`src/rtl/esp_host_if.sv`:
```
// rtl/esp_host_if.sv - CPU I/O port pair (F4h status/control, F5h data) bridging to the ESP32 command link
//
// Purpose:
//   Presents a status/control register and a data register to the CPU. Bytes
//   received from the ESP32 link land in an RX FIFO that the CPU drains through
//   the data port. Bytes the CPU writes to the data port go to a TX FIFO of
//   9-bit words {sof, byte}; sof marks the first byte after a frame-open
//   control write (bit7) so the link serializer can delimit command frames.
//
// Ports:
//   clk, reset            system clock, asynchronous active-high reset
//   bus_addr0             0 = status/control, 1 = data
//   bus_wrdata/bus_wren   CPU write data and one-cycle write strobe
//   bus_rden/bus_rddata   one-cycle read strobe, combinational read data
//   tx_data/tx_valid      TX FIFO head word {sof, byte} and not-empty flag
//   tx_ready              serializer accepts the head word when tx_valid is high
//   rx_data/rx_valid      deserializer byte and one-cycle strobe (no backpressure)

module esp_host_if #(
  parameter int RX_DEPTH_LOG2 = 3,
  parameter int TX_DEPTH_LOG2 = 2
) (
  input  logic       clk,
  input  logic       reset,
  input  logic       bus_addr0,
  input  logic [7:0] bus_wrdata,
  input  logic       bus_wren,
  input  logic       bus_rden,
  output logic [7:0] bus_rddata,
  output logic [8:0] tx_data,
  output logic       tx_valid,
  input  logic       tx_ready,
  input  logic [7:0] rx_data,
  input  logic       rx_valid
);

  localparam int RX_DEPTH = 1 << RX_DEPTH_LOG2;
  localparam int TX_DEPTH = 1 << TX_DEPTH_LOG2;
  localparam logic [RX_DEPTH_LOG2:0] RX_FULL = (RX_DEPTH_LOG2 + 1)'(RX_DEPTH);
  localparam logic [TX_DEPTH_LOG2:0] TX_FULL = (TX_DEPTH_LOG2 + 1)'(TX_DEPTH);

  logic [7:0]               rx_mem [RX_DEPTH];
  logic [RX_DEPTH_LOG2-1:0] rx_wp, rx_rp;
  logic [RX_DEPTH_LOG2:0]   rx_cnt;

  logic [8:0]               tx_mem [TX_DEPTH];
  logic [TX_DEPTH_LOG2-1:0] tx_wp, tx_rp;
  logic [TX_DEPTH_LOG2:0]   tx_cnt;

  logic ovf;
  logic sof_pending;

  logic ctl_wr, dat_wr, dat_rd;
  logic flush, ovf_clr;
  logic rx_nempty, rx_pop, rx_push, rx_drop;
  logic tx_full, tx_pop, tx_push;

  always_comb begin
    ctl_wr    = bus_wren & ~bus_addr0;
    dat_wr    = bus_wren & bus_addr0;
    dat_rd    = bus_rden & bus_addr0;
    flush     = ctl_wr & bus_wrdata[7];
    ovf_clr   = ctl_wr & bus_wrdata[2];
    rx_nempty = (rx_cnt != '0);
    rx_pop    = dat_rd & rx_nempty;
    // A byte arriving while the FIFO is full still fits if the CPU pops in
    // the same cycle. A flush discards the incoming byte without flagging ovf.
    rx_push   = rx_valid & ~flush & ((rx_cnt != RX_FULL) | rx_pop);
    rx_drop   = rx_valid & ~flush & ~rx_push;
    tx_full   = (tx_cnt == TX_FULL);
    tx_pop    = tx_valid & tx_ready;
    tx_push   = dat_wr & (~tx_full | tx_pop);
  end

  // RX FIFO control
  always_ff @(posedge clk or posedge reset) begin
    if (reset) begin
      rx_wp  <= '0;
      rx_rp  <= '0;
      rx_cnt <= '0;
    end else if (flush) begin
      rx_wp  <= '0;
      rx_rp  <= '0;
      rx_cnt <= '0;
    end else begin
      if (rx_push) rx_wp <= rx_wp + 1'b1;
      if (rx_pop)  rx_rp <= rx_rp + 1'b1;
      case ({rx_push, rx_pop})
        2'b10:   rx_cnt <= rx_cnt + 1'b1;
        2'b01:   rx_cnt <= rx_cnt - 1'b1;
        default: rx_cnt <= rx_cnt;
      endcase
    end
  end

  always_ff @(posedge clk) begin
    if (rx_push) rx_mem[rx_wp] <= rx_data;
  end

  // A fresh overflow takes priority over a clear in the same cycle so that
  // a lost byte is never silently hidden.
  always_ff @(posedge clk or posedge reset) begin
    if (reset)        ovf <= 1'b0;
    else if (rx_drop) ovf <= 1'b1;
    else if (ovf_clr) ovf <= 1'b0;
  end

  // TX FIFO control; a dropped write (FIFO full, no pop) leaves sof_pending alone
  always_ff @(posedge clk or posedge reset) begin
    if (reset) begin
      tx_wp       <= '0;
      tx_rp       <= '0;
      tx_cnt      <= '0;
      sof_pending <= 1'b0;
    end else begin
      if (flush)        sof_pending <= 1'b1;
      else if (tx_push) sof_pending <= 1'b0;
      if (tx_push) tx_wp <= tx_wp + 1'b1;
      if (tx_pop)  tx_rp <= tx_rp + 1'b1;
      case ({tx_push, tx_pop})
        2'b10:   tx_cnt <= tx_cnt + 1'b1;
        2'b01:   tx_cnt <= tx_cnt - 1'b1;
        default: tx_cnt <= tx_cnt;
      endcase
    end
  end

  always_ff @(posedge clk) begin
    if (tx_push) tx_mem[tx_wp] <= {sof_pending, bus_wrdata};
  end

  // First-word-fall-through head
  assign tx_valid = (tx_cnt != '0);
  assign tx_data  = tx_mem[tx_rp];

  always_comb begin
    if (bus_addr0) bus_rddata = rx_nempty ? rx_mem[rx_rp] : 8'h00;
    else           bus_rddata = {5'b0, ovf, tx_full, rx_nempty};
  end

endmodule
```
`config.mk`:
```
export PLATFORM = sky130hd
export DESIGN_NAME = esp_host_if
export DESIGN_NICKNAME = d
export VERILOG_FILES = /design/src/rtl/esp_host_if.sv
export SDC_FILE = /design/constraint.sdc
export NUM_CORES = 1
export LEC_CHECK = 0
export ABC_CLOCK_PERIOD_IN_PS = 2900
export CAP_MARGIN = 0
export CORE_MARGIN = 1
export CORE_UTILIZATION = 25
export DETAILED_ROUTE_END_ITERATION = 8
export GPL_TIMING_DRIVEN = 0
export SLEW_MARGIN = 20
export SYNTH_ARGS = -nofsm -noshare
export SYNTH_HDL_FRONTEND = slang
export SYNTH_SLANG_ARGS = --single-unit
export TNS_END_PERCENT = 1
```
`constraint.sdc`:
```
create_clock -name clk -period 2.9 [get_ports clk]
set_clock_uncertainty 0.2 [all_clocks]
set_input_delay 0.87 -clock clk [delete_from_list [all_inputs] [get_ports clk]]
set_output_delay 0.87 -clock clk [all_outputs]
set_load 0.1 [all_outputs]
```
==> results of run 1 <==
-- area by class of cell --
cell class                 count  area [um2]  area share, %
clock buffer                  18       429.2          6.274
buffer                         8       86.33          1.262
tap                          265       331.6          4.847
timing repair buffer          47       564.3          8.249
sequential                   119        3485          50.94
inverter                       9       33.78         0.4939
clock inverter                14       166.4          2.433
multi-input combinational    155        1744          25.50
-- power groups by stage --
stage	registers [W]	logic (W)	clock network [W]
floorplan	0.00231	0.00235	0
global placement	0.00234	0.00294	0
detailed placement	0.00236	0.00300	0
CTS	0.00238	0.00332	0.00213
global route	0.00243	0.00366	0.00221
finish	0.00239	0.00345	0.00209
-- flip-flops by register name (all words and copies together), names as in the netlist, 2 cells and up --
| register | count |
|---|---|
| rx_mem | 64 |
| rx_wp | 3 |
| tx_wp | 2 |
| tx_cnt | 3 |
| tx_rp | 2 |
| rx_cnt | 4 |
| tx_mem | 36 |
| rx_rp | 3 |
-- cell usage in the layout, fill, tap and decap left out, drive strengths merged, types with 9 or more instances in the layout --
master / count
clkbuf: 23
inv: 15
edfxtp: 100
nand2: 14
buf: 26
dfrtp: 19
nor2: 19
mux4: 25
clkdlybuf4s50: 21
o21ai: 9
mux2i: 9
-- repair_timing --
item | CTS | global route
hold buffers | 0 | 0
pin swaps | 5 | 4
setup buffers | 3 | 0
setup endpoints to repair | 67 | 81
cloned | 0 | 2
gates resized for setup | 160 | 18
-- routing by layer --
layer	vias to the layer above	wire [um]	track usage (%)
met1	1438	3949	11.50
li1	1295	-	-
met2	57	5644	19.43
met5	-	0	0
met4	0	197	5.319
met3	14	408	2.848
-- stage by stage --
stage	total power, W	setup slack (ns)	cells	hold WS (ns)	setup TNS [ns]
after CTS	0.007828	-0.2800	633	0.2943	-4.819
after global placement	0.005276	-1.734	598	0.2693	-76.15
after floorplan	0.004659	-0.1379	293	0.2416	-0.7490
after global routing	0.008302	-0.3017	635	0.3037	-5.598
after detailed placement	0.005359	-1.727	600	0.2744	-63.19
final	0.007939	-0.2073	635	0.2947	-1.863
-- critical path: cells and delay by family (launching register included) --
| kind | cells | cell delay [ns] |
|---|---|---|
| buffers and inverters | 3 | 0.46 |
| multiplexers | 2 | 0.71 |
| AND/OR/NAND/NOR | 1 | 0.05 |
| flip-flops | 1 | 0.41 |
-- final timing paths --
| path | startpoint | endpoint | slack [ns] |
|---|---|---|---|
| worst min-delay path | ovf$_DFFE_PP0P_ | ovf$_DFFE_PP0P_ | 0.29 |
| worst max-delay path | rx_rp[0]$_DFFE_PP0P_ | bus_rddata[3] | -0.21 |
| worst max register to register | rx_cnt[0]$_DFFE_PP0P_ | rx_cnt[3]$_DFFE_PP0P_ | 0.22 |
| worst min register to register | ovf$_DFFE_PP0P_ | ovf$_DFFE_PP0P_ | 0.29 |
| max in group asynchronous | reset | tx_rp[1]$_DFFE_PP0P_ | 1.23 |
| min in group asynchronous | reset | rx_cnt[2]$_DFFE_PP0P_ | 0.72 |
-- cells by family after synthesis --
group                      count (synthesis)  share of synthesized area, %
AOI/OAI and AO/OA                         32                         4.559
xor gates and xnor gates                  12                         2.081
adders and majority gates                 10                         2.775
buffers and inverters                     19                         1.586
DFF                                      119                         68.88
muxes                                     34                         12.93
and+or+nand+nor                           67                         7.186
==> impl_results.md, run 1 <==
- Status: finished, violations left
- Failing checks: negative setup slack
- ANT cells: 0
- Slew Limit Headroom: around 37%
- Routability cong.: between 0.7 and 0.8
- Combinational share of power: between 40 and 50%
- Die ar.: just over 0.02 mm2
- Vias in the first global route: around 3100
- Syn_nets: 326
- Vias per cell: between 4 and 5
- CP arrival: a little over 2 ns
- Leading register cell type out of synthesis: edfxtp_1
- Total CTS buffers: 17
- Synthesized cell area: ~0.0050 mm2
- Rows: slightly above 50
- Worst IR Drop VDD: approximately 0.38 mV
- Bufs on Longest Clock Path: 2
- Antenna violations before repair: 0
- Largest area contributor in the netlist: edfxtp_1
- DP Area: just under 0.006 mm2
- Synth top cells by count: edfxtp_1, mux4_2, dfrtp_1, nor2_1, nand2_1
- Seq pwr share: ~30%
- Layout cells sized above 1: between 30% and 40%
- Port Buffer Count: 40
- Worst skew pair latency: approximately 0.40 ns
- Top cell type's share of synthesized area: between 50 and 60%
- Final Util: a little over a third
- Critical-path cell list: buf_8 > clkbuf_16 > mux4_2 > mux2i_4 > nor2_4 > buf_12
- First-pass GRT wire length: approximately 16000 um
- Drt initial violations: around 180
- Max incr delay on CP: ~0.53 ns
- Seq cells post-synth: roughly 120
- Max Fanout on Critical Path: 5
- Worst path required time: 1.83 ns
- Vias: roughly 2800
- Slew @ Worst Pin: 0.9508 ns
- Synth-to-layout area growth: 35.46%
- DRT Pass-1 Iters: 4
- # IOs: 41
- Worst Setup Start Kind: flop
- Total GRT Usage: between 10% and 20%
- Synth unique cells: about 50
- Fmax: around 320 MHz
- Overflow after GRT: 0
- Sink Count: 119
- CTS tree: done
- Hold path depth: 2
- Sequential area share after synthesis: 68.88%
- Pin count of the biggest net entering global routing: 20
- Htree depth: 4
- CP Class: reg -> out
- Die Width: between 100 and 150 um
- Clk pin slew, worst setup/hold paths: around 0.060 ns
- Post-synth EDFFs: 100
- Setup WS post-layout: -0.2073 ns
- Clock share of power: between 20% and 30%
- Crit-path slowest cell: mux4_2
- Worst min path class: reg -> reg
- Post-Route WL: approximately 10000 um
- Ranking of synthesized cells by area: edfxtp_1, mux4_2, dfrtp_1, ha_1, mux2i_1
- Leak: 2.304 nW
- DRC errors left: 0
- Post-Synthesis Cells: about 290
- Core Area: 0.01965 mm2
- Sw Ratio: about two fifths
- DP Wirelength: around 6700 um
- Max cap viols: 0
- DIE HEIGHT: between 100 and 150 um
- Power density over cell area: roughly 1200 mW/mm2
- Period minus WS final: roughly 3.1 ns
- Fill cells: between 1500 and 2000
- Syn_area_per_cell: 17.23 um2
- Top-count cell post-synth: edfxtp_1
- Final Max Slew Viols: 0
- Fin area: about 0.007 mm2
- Asr flop ratio synth: 15.97%
- Setup-failing EPs final: 23
- Internal power: 0.004799 W
- Initial Utilization: 25.69%
- Final hold viol count: 0
- Ys Warns: 0
- Clock Tree Root: clkbuf_16
- WL/cell: 16.06 um
- RSZ-0062 raised after global routing: yes
- NumNets Final: between 300 and 400
- Antenna-violating nets left: 0
- Worst setup EP type: output port
- Final period util: 107.1%
- NetSw: approximately 0.0031 W
- Reg2Reg Depth: 7
Power figures use the tool's default switching activity.
==> run 2, diff against run 1 <==
- CORE_UTILIZATION: 25 -> 37
==> run 2 against run 1 <==
Compared with the run above:
- the run still ends with negative setup slack left
- highest routed layer unchanged
- cell area down 0.57%
- hold slack improved by 0.023 ns
- critical path depth stayed put
- largest power group unchanged
- sequential share of layout area up 0.27 points
- first-iteration DRC count is 28% lower
- count of clock-buffer cells in the layout increased by 2
==> impl_results.md, run 2 (synthesized netlist as in run 1, its figures left out) <==
- Worst path required time: 1.83 ns (about the same)
- Antenna violations before repair: 0 (unchanged)
- WL/cell: 18.03 um (was 16.06 um)
- Fmax: 322.7 MHz (was 321.8 MHz)
- Crit Reg-Reg Endpoint: rx_cnt[3]$_DFFE_PP0P_ (unchanged)
- Die Width: 118.8 um (was 144.1 um)
- Power density over cell area: 1187 mW/mm2 (was 1161 mW/mm2)
- Worst setup EP type: output port (unchanged)
- R2R Setup Slk: 0.22 ns (about the same)
- Initial Utilization: 37.98% (was 25.69%)
- Total GRT Usage: 15.04% (was 10.74%)
- Place WS: -1.740 ns (was -1.727 ns)
- Bufs on Longest Clock Path: 2 (unchanged)
- GR Util met3: 3.448% (was 2.848%)
- Hold wc startpoint: ovf$_DFFE_PP0P_ (unchanged)
- Status: finished, violations left (unchanged)
- Max cap viols: 0 (unchanged)
- Clk pin slew, worst setup/hold paths: 0.05 ns (was 0.06 ns)
- Final Max Slew Viols: 0 (unchanged)
- CP Class: reg -> out (unchanged)
- Most frequent cells in the layout: edfxtp_1, mux4_2, clkdlybuf4s50_1 (unchanged)
- Failing checks: negative setup slack (unchanged)
- Slew Limit Headroom: 35.89% (was 36.87%)
- CTS tree: done (unchanged)
- Final TNS setup: -1.468 ns (was -1.863 ns)
- DRT Pass-1 Iters: 4 (unchanged)
- GR Util met2: 24.96% (was 19.43%)
- DP Wirelength: 6153 um (was 6653 um)
- CP arrival: 2.03 ns (was 2.04 ns)
- Max reg flops: 64 (unchanged)
- Drt initial violations: 129 (was 179)
- Die ar.: 0.01412 mm2 (was 0.02077 mm2)
- Slew @ Worst Pin: 0.9654 ns (was 0.9508 ns)
- Final period util: 106.9% (was 107.1%)
- Commonest non-fill, non-tap cell in the layout: edfxtp_1 (unchanged)
- DIE HEIGHT: 118.8 um (was 144.1 um)
- Largest Register: rx_mem (unchanged)
- Hold path endpoint: ovf$_DFFE_PP0P_ (unchanged)
- Leak: 2.338 nW (was 2.304 nW)
- Max Fanout on Critical Path: 5 (unchanged)
- Reg2Reg Depth: 7 (unchanged)
- Vias: 2805 (was 2804)
- Worst skew pair latency: 0.40 ns (about the same)
- Top Registers: rx_mem (64), tx_mem (36), rx_cnt (4) (unchanged)
- Sink Count: 119 (unchanged)
- Hold path depth: 2 (unchanged)
- Vias per cell: 5.128 (was 4.416)
- Port Buffer Count: 40 (unchanged)
- NumNets Final: 391 (was 390)
- Core Area: 0.01330 mm2 (was 0.01965 mm2)
- Rows: 42 (was 51)
- Routability cong.: 0.8104 (was 0.7772)
- Overflow after GRT: 0 (unchanged)
- Worst IR Drop VDD: 0.5893 mV (was 0.3837 mV)
- GRT busiest layer: met2 (unchanged)
- Hold_buf cts: 0 (unchanged)
- Total CTS buffers: 17 (unchanged)
- ANT cells: 0 (unchanged)
- Layout cells sized above 1: 35.85% (was 35.95%)
- Setup-failing EPs final: 9 (was 23)
- Final hold viol count: 0 (unchanged)
- First-pass GRT wire length: 15700 um (was 16260 um)
- Pin count of the biggest net entering global routing: 20 (unchanged)
- # IOs: 41 (unchanged)
- Grt met1 use: 19.23% (was 11.50%)
- DRC errors left: 0 (unchanged)
- Htree depth: 4 (unchanged)
- RSZ-0062 raised after global routing: yes (unchanged)
- Fill cells: 1073 (was 1895)
- Synth-to-layout area growth: 34.69% (was 35.46%)
- Clock Tree Root: clkbuf_16 (unchanged)
- Worst min path class: reg -> reg (unchanged)
- Period minus WS final: 3.099 ns (was 3.107 ns)
- Antenna-violating nets left: 0 (unchanged)
- Post-Route WL: 9861 um (was 10200 um)
- Worst Setup Start Kind: flop (unchanged)
- R2r startpoint: rx_cnt[0]$_DFFE_PP0P_ (unchanged)
- Vias in the first global route: 2929 (was 3065)
- Setup WS post-layout: -0.1990 ns (was -0.2073 ns)
run 2: metal layers:
layer	vias up	share of wire (%)	wire [um]
li1	1291	-	-
met1	1458	45	4435
met2	46	50	4974
met3	10	3.2	311
met4	0	1.4	140
met5	-	0	0
run 2: report_power, final:
part           switching (W)  total, W  internal (W)
Clock               0.000725   0.00216       0.00144
Combinational        0.00213   0.00351       0.00138
Sequential          0.000246   0.00240       0.00215
run 2: critical path: stages, from the launching register on:
cell	delay, ns
dfrtp_2	0.41
buf_12	0.14
buf_12	0.13
mux4_2	0.54
mux2i_4	0.19
nor2_4	0.05
buf_12	0.16
run 2: worst max path at each step:
stage	cells past startpoint	end	from
2_1_floorplan	3	bus_rddata[1]	bus_addr0
5_1_grt	6	bus_rddata[5]	rx_rp[0]$_DFFE_PP0P_
6_report	6	bus_rddata[7]	rx_rp[0]$_DFFE_PP0P_
4_1_cts	6	bus_rddata[3]	rx_rp[0]$_DFFE_PP0P_
3_3_place_gp	5	bus_rddata[2]	bus_addr0
3_5_place_dp	5	bus_rddata[2]	bus_addr0
run 2: final cells by class:
cell class	instances	area (um2)	share of cell area (%)
Sequential cell	119	3483	51.21
Multi-Input combinational cell	155	1769	26.01
Timing Repair Buffer	48	593.1	8.720
Clock buffer	20	436.7	6.420
Tap cell	176	220.2	3.238
Clock inverter	12	176.4	2.594
Buffer	8	88.84	1.306
Inverter	9	33.78	0.4967
run 2: timing repair:
action	4_1_cts	5_1_grt
setup endpoints to repair	85	82
setup buffers	4	2
pin swaps	9	3
cloned	0	2
resized for setup	160	22
run 2: metrics by stage:
stage / hold slack [ns] / total power (W) / util, % / cell area, um2 / instances
finish: 0.3179 / 0.008070 / 51.16 / 6802 / 547
global route: 0.3356 / 0.008403 / 51.16 / 6802 / 547
CTS: 0.3146 / 0.007869 / 49.75 / 6614 / 543
detailed placement: 0.2771 / 0.005330 / 43.33 / 5761 / 509
global placement: 0.2863 / 0.005283 / 43.25 / 5751 / 509
floorplan: 0.2416 / 0.004659 / - / 5130 / 293
==> run 3, diff against run 2 <==
- CTS_CLUSTER_SIZE: not set -> 8
- TNS_END_PERCENT: 1 -> not set
==> run 3 against run 2 <==
Compared with the run above:
- hold slack improved by 0.0026 ns
- critical path depth unchanged
- cell area increased by 0.98%
- the flow still finishes with violations (negative setup slack)
- maximum frequency decreased by 0.76%
- register-to-register slack improved by 0.02 ns
- total power decreased by 1.2%
- critical path type unchanged
- die area unchanged
- largest cell class unchanged
- core utilization increased by 0.50 points
==> impl_results.md, run 3 (synthesized netlist as in run 1, its figures left out) <==
- Htree depth: 4 (unchanged)
- Period minus WS final: 3.123 ns (was 3.099 ns)
- # IOs: 41 (unchanged)
- Antenna violations before repair: 0 (unchanged)
- ANT cells: 0 (unchanged)
- RSZ-0062 raised after global routing: yes (unchanged)
- CP arrival: 2.05 ns (was 2.03 ns)
- Bufs on Longest Clock Path: 2 (unchanged)
- Status: finished, violations left (unchanged)
- DRC errors left: 0 (unchanged)
- R2R Setup Slk: 0.24 ns (was 0.22 ns)
- CTS tree: done (unchanged)
- Hold wc startpoint: sof_pending$_DFFE_PP0P_ (was ovf$_DFFE_PP0P_)
- Total GRT Usage: 15.27% (was 15.04%)
- Final Max Slew Viols: 0 (unchanged)
- Worst IR Drop VDD: 0.6144 mV (was 0.5893 mV)
- Worst min path class: reg -> reg (unchanged)
- Slew @ Worst Pin: 0.7759 ns (was 0.9654 ns)
- DP Area: 0.005768 mm2 (was 0.005761 mm2)
- Post-Route WL: 9957 um (was 9861 um)
- Total power: 0.007972 W (was 0.008070 W)
- First-pass GRT wire length: 15720 um (was 15700 um)
- WL/cell: 17.94 um (was 18.03 um)
- Port Buffer Count: 40 (unchanged)
- Final hold viol count: 0 (unchanged)
- Final period util: 107.7% (was 106.9%)
- Die ar.: 0.01412 mm2 (unchanged)
- Max Fanout on Critical Path: 5 (unchanged)
- Final TNS setup: -1.586 ns (was -1.468 ns)
- Place WS: -1.488 ns (was -1.740 ns)
- Pin count of the biggest net entering global routing: 20 (unchanged)
- Max cap viols: 0 (unchanged)
- Hold path endpoint: tx_mem[0][8]$_DFFE_PP_ (was ovf$_DFFE_PP0P_)
- Fmax: 320.2 MHz (was 322.7 MHz)
- CP Class: reg -> out (unchanged)
- Hold_buf cts: 0 (unchanged)
- Total CTS buffers: 17 (unchanged)
- Worst setup EP type: output port (unchanged)
- Die Width: 118.8 um (unchanged)
- Worst skew pair latency: 0.41 ns (was 0.40 ns)
- Fin area: 0.006868 mm2 (was 0.006802 mm2)
- Rows: 42 (unchanged)
- Sink Count: 119 (unchanged)
- Largest Register: rx_mem (unchanged)
- Clock Tree Root: clkbuf_16 (unchanged)
- R2r startpoint: rx_cnt[0]$_DFFE_PP0P_ (unchanged)
- Overflow after GRT: 0 (unchanged)
- Core Area: 0.01330 mm2 (unchanged)
- Vias in the first global route: 2938 (was 2929)
- Top Registers: rx_mem (64), tx_mem (36), rx_cnt (4) (unchanged)
- DIE HEIGHT: 118.8 um (unchanged)
- Clk pin slew, worst setup/hold paths: 0.06 ns (was 0.05 ns)
- Worst path required time: 1.83 ns (about the same)
- Most frequent cells in the layout: edfxtp_1, mux4_2, clkdlybuf4s50_1 (unchanged)
- Drt initial violations: 157 (was 129)
- Antenna-violating nets left: 0 (unchanged)
- Hold path depth: 0 (was 2)
- Routability cong.: 0.8023 (was 0.8104)
- Power density over cell area: 1161 mW/mm2 (was 1187 mW/mm2)
- Setup WS post-layout: -0.2226 ns (was -0.1990 ns)
- Leak: 2.367 nW (was 2.338 nW)
- Failing checks: negative setup slack (unchanged)
- Slew Limit Headroom: 48.22% (was 35.89%)
- Synth-to-layout area growth: 36.00% (was 34.69%)
- DP Wirelength: 6205 um (was 6153 um)
- Max reg flops: 64 (unchanged)
- Initial Utilization: 37.98% (unchanged)
- Layout cells sized above 1: 38.52% (was 35.85%)
- Commonest non-fill, non-tap cell in the layout: edfxtp_1 (unchanged)
- Vias per cell: 5.095 (was 5.128)
- Cell total after placement: 509 (unchanged)
- DRT Pass-1 Iters: 4 (unchanged)
- Vias: 2828 (was 2805)
- NumNets Final: 399 (was 391)
- Worst Setup Start Kind: flop (unchanged)
- Reg2Reg Depth: 7 (unchanged)
- Final std cells w/o fill: 555 (was 547)
- Setup-failing EPs final: 8 (was 9)
- Crit Reg-Reg Endpoint: rx_cnt[3]$_DFFE_PP0P_ (unchanged)
[run 3: timing repair]
action                     4_1_cts  5_1_grt
setup buffers                   13        2
gates cloned                     0        2
setup endpoints to repair       84       81
pin swaps                        9        3
gates resized for setup        163       29
[run 3: routing by layer]
metal	track usage [%]	part of all wire, %
met1	18.77	44
met2	25.48	51
met3	3.879	3.0
met4	6.725	2.2
met5	0	0
[run 3: final cells by class]
cell class,count,area [um2]
timing repair buffer,57,714.4
buffer,7,87.58
clock buffer,19,432.9
fill,1061,6427
multi-input combinational,155,1763
inverter,9,33.78
tap,176,220.2
clock inverter,13,131.4
sequential,119,3485
[run 3: how the worst max path moves through the flow]
stage               depth (start not counted)             to  slack, ns            startpoint
CTS                                         6  bus_rddata[3]      -0.25  rx_rp[0]$_DFFE_PP0P_
detailed placement                          5  bus_rddata[2]      -1.49             bus_addr0
finish                                      6  bus_rddata[7]      -0.22  rx_rp[0]$_DFFE_PP0P_
global route                                6  bus_rddata[7]      -0.28  rx_rp[0]$_DFFE_PP0P_
global placement                            5  bus_rddata[2]      -1.46             bus_addr0
floorplan                                   3  bus_rddata[1]       0.04             bus_addr0
[run 3: worst max-delay path, stage by stage (launching register included)]
cell and delay [ns]:
dfrtp_2 0.42, buf_12 0.15, buf_12 0.12, mux4_2 0.54, mux2i_4 0.19, nor2_4 0.05
buf_12 0.16
[run 3: power breakdown]
group          internal (W)  switching (W)
clock network       0.00125       0.000737
logic               0.00145        0.00213
registers           0.00215       0.000247
[run 3: through the flow]
stage | hold WS [ns] | util (%)
final | 0.3205 | 51.66
after CTS | 0.3286 | 50.68
after global routing | 0.3395 | 51.66
after floorplan | 0.2415 | -
after detailed placement | 0.3101 | 43.38
after global placement | 0.2933 | 43.31
